[src/rtl/vgaram_pkg.sv]
// Shared defaults and FSM state encoding for the VGA RAM write arbiter.
package vgaram_pkg;

  localparam int VGARAM_WIDTH     = 16;
  localparam int VGARAM_ADDR_BITS = 13;

  typedef enum logic [0:0] {
    IDLE  = 1'b0,
    CLEAR = 1'b1
  } vgaram_state_e;

  // Number of writes a full-screen fill issues for a given address width.
  function automatic int unsigned fill_length(input int unsigned addr_bits);
    return 32'd1 << addr_bits;
  endfunction

endpackage

[src/rtl/vgaram_clear_seq.sv]
// Fill address sequencer: walks 0..2^ADDR_BITS-1 one step per cycle and flags
// the last address; wraps naturally back to 0.
module vgaram_clear_seq #(
  parameter int ADDR_BITS = 13
) (
  input  logic                 clk,
  input  logic                 reset,
  input  logic                 start_i,
  input  logic                 step_i,
  output logic [ADDR_BITS-1:0] addr_o,
  output logic                 last_o
);

  logic [ADDR_BITS-1:0] cnt_q, cnt_d;

  always_comb begin
    cnt_d = cnt_q;
    if (start_i) begin
      cnt_d = '0;
    end else if (step_i) begin
      cnt_d = cnt_q + 1'b1;
    end
  end

  always_ff @(posedge clk) begin
    if (reset) begin
      cnt_q <= '0;
    end else begin
      cnt_q <= cnt_d;
    end
  end

  assign addr_o = cnt_q;
  assign last_o = &cnt_q;

endmodule

[src/rtl/vgaram_arbiter.sv]
// VGA RAM write arbiter: CPU and sprite writers share one registered write port,
// with a full-screen fill mode. Define VGARAM_CPU_PRIORITY_EN for fixed CPU priority.
module vgaram_arbiter
  import vgaram_pkg::*;
#(
  parameter int WIDTH         = VGARAM_WIDTH,
  parameter int RAM_ADDR_BITS = VGARAM_ADDR_BITS
) (
  input  logic                     clk,
  input  logic                     reset,
  input  logic                     cpu_req,
  input  logic [RAM_ADDR_BITS-1:0] cpu_addr,
  input  logic [WIDTH-1:0]         cpu_wdata,
  output logic                     cpu_gnt,
  input  logic                     spr_req,
  input  logic [RAM_ADDR_BITS-1:0] spr_addr,
  input  logic [WIDTH-1:0]         spr_wdata,
  output logic                     spr_gnt,
  input  logic                     clr_start,
  input  logic [WIDTH-1:0]         clr_value,
  output logic                     clr_busy,
  output logic                     ram_en,
  output logic [RAM_ADDR_BITS-1:0] ram_addr,
  output logic [WIDTH-1:0]         ram_wdata
);

  vgaram_state_e            state_q, state_d;
  logic [WIDTH-1:0]         clr_val_q, clr_val_d;
  logic                     ram_en_q, ram_en_d;
  logic [RAM_ADDR_BITS-1:0] ram_addr_q, ram_addr_d;
  logic [WIDTH-1:0]         ram_wdata_q, ram_wdata_d;
  logic                     last_spr_q, last_spr_d;

  logic                     cpu_first;
  logic                     fill_start;
  logic                     fill_step;
  logic                     fill_last;
  logic [RAM_ADDR_BITS-1:0] fill_addr;

`ifdef VGARAM_CPU_PRIORITY_EN
  assign cpu_first = 1'b1;
`else
  // Round-robin: the CPU wins a collision only if the sprite engine went last.
  assign cpu_first = last_spr_q;
`endif

  always_comb begin
    state_d     = state_q;
    clr_val_d   = clr_val_q;
    ram_en_d    = 1'b0;
    ram_addr_d  = ram_addr_q;
    ram_wdata_d = ram_wdata_q;
    last_spr_d  = last_spr_q;
    cpu_gnt     = 1'b0;
    spr_gnt     = 1'b0;
    fill_start  = 1'b0;
    fill_step   = 1'b0;

    unique case (state_q)
      IDLE: begin
        if (clr_start) begin
          state_d    = CLEAR;
          clr_val_d  = clr_value;
          fill_start = 1'b1;
        end else if (!reset) begin
          if (cpu_req && (!spr_req || cpu_first)) begin
            cpu_gnt     = 1'b1;
            ram_en_d    = 1'b1;
            ram_addr_d  = cpu_addr;
            ram_wdata_d = cpu_wdata;
            last_spr_d  = 1'b0;
          end else if (spr_req) begin
            spr_gnt     = 1'b1;
            ram_en_d    = 1'b1;
            ram_addr_d  = spr_addr;
            ram_wdata_d = spr_wdata;
            last_spr_d  = 1'b1;
          end
        end
      end
      CLEAR: begin
        fill_step   = 1'b1;
        ram_en_d    = 1'b1;
        ram_addr_d  = fill_addr;
        ram_wdata_d = clr_val_q;
        if (fill_last) begin
          state_d = IDLE;
        end
      end
      default: state_d = IDLE;
    endcase
  end

  always_ff @(posedge clk) begin
    if (reset) begin
      state_q     <= IDLE;
      clr_val_q   <= '0;
      ram_en_q    <= 1'b0;
      ram_addr_q  <= '0;
      ram_wdata_q <= '0;
      last_spr_q  <= 1'b1;
    end else begin
      state_q     <= state_d;
      clr_val_q   <= clr_val_d;
      ram_en_q    <= ram_en_d;
      ram_addr_q  <= ram_addr_d;
      ram_wdata_q <= ram_wdata_d;
      last_spr_q  <= last_spr_d;
    end
  end

  vgaram_clear_seq #(
    .ADDR_BITS(RAM_ADDR_BITS)
  ) u_clear_seq (
    .clk    (clk),
    .reset  (reset),
    .start_i(fill_start),
    .step_i (fill_step),
    .addr_o (fill_addr),
    .last_o (fill_last)
  );

  assign clr_busy  = (state_q == CLEAR);
  assign ram_en    = ram_en_q;
  assign ram_addr  = ram_addr_q;
  assign ram_wdata = ram_wdata_q;

endmodule

[config.mk]
export PLATFORM = sky130hd
export DESIGN_NAME = vgaram_arbiter
export DESIGN_NICKNAME = d
export VERILOG_FILES = /design/src/rtl/vgaram_pkg.sv /design/src/rtl/vgaram_clear_seq.sv /design/src/rtl/vgaram_arbiter.sv
export SDC_FILE = /design/constraint.sdc
export NUM_CORES = 1
export LEC_CHECK = 0
export BUFFER_PORTS_ARGS = -buffer_cell sky130_fd_sc_hd__buf_2
export CORE_ASPECT_RATIO = 1.25
export CORE_MARGIN = 1.5
export CORE_UTILIZATION = 52
export CTS_BUF_LIST = sky130_fd_sc_hd__clkbuf_4 sky130_fd_sc_hd__clkbuf_8 sky130_fd_sc_hd__clkbuf_16
export DETAILED_ROUTE_END_ITERATION = 16
export PLACE_DENSITY = 0.83
export SLEW_MARGIN = 40
export SYNTH_ARGS = -nofsm -noshare
export SYNTH_HDL_FRONTEND = slang
export SYNTH_SLANG_ARGS = --single-unit
export TNS_END_PERCENT = 100
[constraint.sdc]
create_clock -name clk -period 2.3 [get_ports clk]
set_input_delay 0.23 -clock clk [delete_from_list [all_inputs] [get_ports clk]]
set_output_delay 0.23 -clock clk [all_outputs]
set_load 0.01 [all_outputs]
==> metrics.txt <==
flops & latches, synth=61; Die Y=85.58 um; io pins=112; core area=5152 um2; outcome=complete, no violations; vias per inst=5.846; CP Max Fanout=27; VDD IR max=0.5182 mV; global-route wire length before repair=13.27 mm; static leakage=1.623 nW; Final HPWL DP=5.509 mm; CTS tree=built; Async S/R FF share, synth=0%; sequential cell area fraction in the yosys report=43.05%; Period minus WS final=1965 ps; nature of the critical path endpoint=primary output; reg2reg start=clr_busy$_SDFF_PP0_; residual DRC count=0; Die Wd=69.06 um; num rows=29; Final Hold Viols=0; TritonRoute pass-1 iters=5; DP Cell Count=502; cts bufs inserted=9; initial antenna violation count=0; syn_nets=429; CP startpoint kind=flop; cell area after layout=3611 um2; clock latency on the worst-skew pair=340 ps; Worst R2R Path Depth=5; 1st-iter DRT viols=256; ys flop type=dfxtp_1; met3 Resource Use GR=4.935%; Via Count=3,028; post-route insts no fill=518; vias in the first global route=2,923; PwrDens=654.3 nW/um2; share of post-route cells with drive strength above 1=30.70%; met2 Track Usage GR=50.96%; wire length per cell=15.37 um; largest net degree at the start of global routing=31; post-CTS setup buffer count=0; total grt overflow=0; Worst Skew=3.496 ps; RSZ-0062 raised after global routing=no; grt peak-use layer=met2; HP Class=in2reg; Reg-to-Reg End=ram_wdata[2]$_SDFFE_PP0P_; met1 GRT Util=31.87%; die area=5910 um2; Max-Cap Viols=0; Total GRT Usage=27.88%; Critical Path RT=2070 ps; hold-fix buffers at CTS=0; Hold Worst Slack=112.4 ps; Pins Over Slew Limit=0; CP startpoint=clr_busy$_SDFF_PP0_; Total Wirelength=7.962 mm; Netlist cell types=33; Gate power share=13.6%; Sink Count=61; critical setup path kind=reg2out; sequential power share=48.4%; Slew @ Worst Pin=768.5 ps; cell area after synthesis=2836 um2; Initial Util=55.05%; worst setup path end=spr_gnt; number of synthesized flops with an enable pin=0; Area growth syn-to-layout=27.30%; power share of the clock group=38.0%; routability cong.=0.8102; pre-CTS setup slack=525.4 ps; Area after DPL=3425 um2; Max Freq=509.0 MHz; setup violators final=0; Worst EP arrival=1730 ps; Avg Cell Area, Syn=8.127 um2; Port Buffers=111; worst setup margin=335.3 ps; Final #Nets=531; fin crit share=85.42%; CTS resizes=0; Max transition margin=48.63%; # diodes=0; CTS max path bufs=2; setup_tns=0 ps; Int Pwr=1.743 mW; Detail Route Antenna Nets=0; H-tree Lvls=3; net switching power=0.6194 mW; R2R setup slack=470 ps; cells after synthesis=349; Root Buffer=clkbuf_8; Reg clk slew, reported paths=70 ps; Warnings, synthesis=0; Sw Share=26.22%
stage by stage:
stage / util, % / total power, mW
floorplan: - / 1.332
global placement: 66.32 / 1.475
detailed placement: 66.46 / 1.485
CTS: 70.08 / 2.361
global route: 70.08 / 2.449
finish: 70.08 / 2.363
cell usage in the layout (no fill, tap or decap), types with 2 or more instances in the layout:
master    count
or3_1         4
nand2_1      39
or4_1         4
and2_1       28
o31ai_1       4
o221ai_1     26
nand3_1      34
clkbuf_8     11
clkbuf_4      4
mux2i_1       2
buf_4         8
buf_2       111
a31oi_1      28
nor2_1        6
o21ai_0       4
nand2b_1      2
a41oi_1       2
nand4_1       7
a21oi_1      25
xor2_1        3
dfxtp_1      61
inv_1        31
layer usage:
metal / share of wire (%) / vias up / wire (um)
li1: - / 1456 / -
met3: 5.6 / 16 / 442
met5: 0 / - / 0
met2: 52 / 123 / 4163
met1: 40 / 1433 / 3180
met4: 2.2 / 0 / 175
worst max-delay path, stage by stage (launching register included):
cell and delay [ps]:
dfxtp_1 480, nor3_4 280, buf_4 340, and2_1 170, buf_2 120
layout make-up:
type	instances	area [um2]
Clock buffer	15	181.4
Timing Repair Buffer	119	615.6
Sequential cell	61	1221
Tap cell	62	77.57
Clock inverter	1	5.005
Multi-Input combinational cell	229	1394
Fill cell	438	1541
Inverter	31	116.4
power by group through the flow:
| stage | combinational, mW | sequential, mW | clock (mW) |
|---|---|---|---|
| after floorplan | 0.158 | 1.17 | 0 |
| after global placement | 0.311 | 1.16 | 0 |
| after detailed placement | 0.319 | 1.17 | 0 |
| after CTS | 0.321 | 1.14 | 0.897 |
| after global routing | 0.355 | 1.15 | 0.945 |
| final | 0.321 | 1.14 | 0.898 |
cell families after synthesis:
group,Yosys count,synth area share (%)
adders and majority gates,1,0.4410
DFF,61,43.05
xor gates and xnor gates,4,1.235
buffers and inverters,59,8.337
AOI/OAI and AO/OA,92,21.79
and+or+nand+nor,130,24.44
muxes,2,0.7058
cell usage after synthesis (2+ instances only):
| master | instances | area, um2 |
|---|---|---|
| nand2_1 | 39 | 146.4 |
| or3_1 | 4 | 25.02 |
| and2_1 | 28 | 175.2 |
| clkbuf_1 | 20 | 75.07 |
| inv_1 | 31 | 116.4 |
| nor2_1 | 6 | 22.52 |
| a41oi_1 | 2 | 17.52 |
| o221ai_1 | 26 | 227.7 |
| nand4_1 | 7 | 43.79 |
| dfxtp_1 | 61 | 1221 |
| nand2b_1 | 2 | 12.51 |
| xor2_1 | 3 | 26.28 |
| a31oi_1 | 28 | 175.2 |
| o31ai_1 | 4 | 30.03 |
| buf_2 | 6 | 30.03 |
| o21ai_0 | 4 | 20.02 |
| a21oi_1 | 25 | 125.1 |
| mux2i_1 | 2 | 20.02 |
| nand3_1 | 34 | 170.2 |
| or4_1 | 4 | 30.03 |
sequential cells by signal, indices dropped and copies added, names as in the netlist:
register	flops
clr_busy	1
clr_val_q	16
cpu_first	1
ram_addr	13
ram_en	1
ram_wdata	16
u_clear_seq.addr_o	13
how the worst min path moves through the flow:
stage | depth (start not counted) | from | slack (ps) | end
6_report | 3 | spr_addr[5] | 110 | ram_addr[5]$_SDFFE_PP0P_
5_1_grt | 3 | spr_addr[5] | 120 | ram_addr[5]$_SDFFE_PP0P_
4_1_cts | 3 | spr_addr[5] | 110 | ram_addr[5]$_SDFFE_PP0P_
3_5_place_dp | 2 | clr_val_q[5]$_SDFFE_PP0P_ | 450 | clr_val_q[5]$_SDFFE_PP0P_
3_3_place_gp | 2 | clr_val_q[2]$_SDFFE_PP0P_ | 440 | clr_val_q[2]$_SDFFE_PP0P_
2_1_floorplan | 2 | reset | 350 | cpu_first$_SDFFE_PP1P_
No activity file was read; power rests on OpenSTA's default activity.
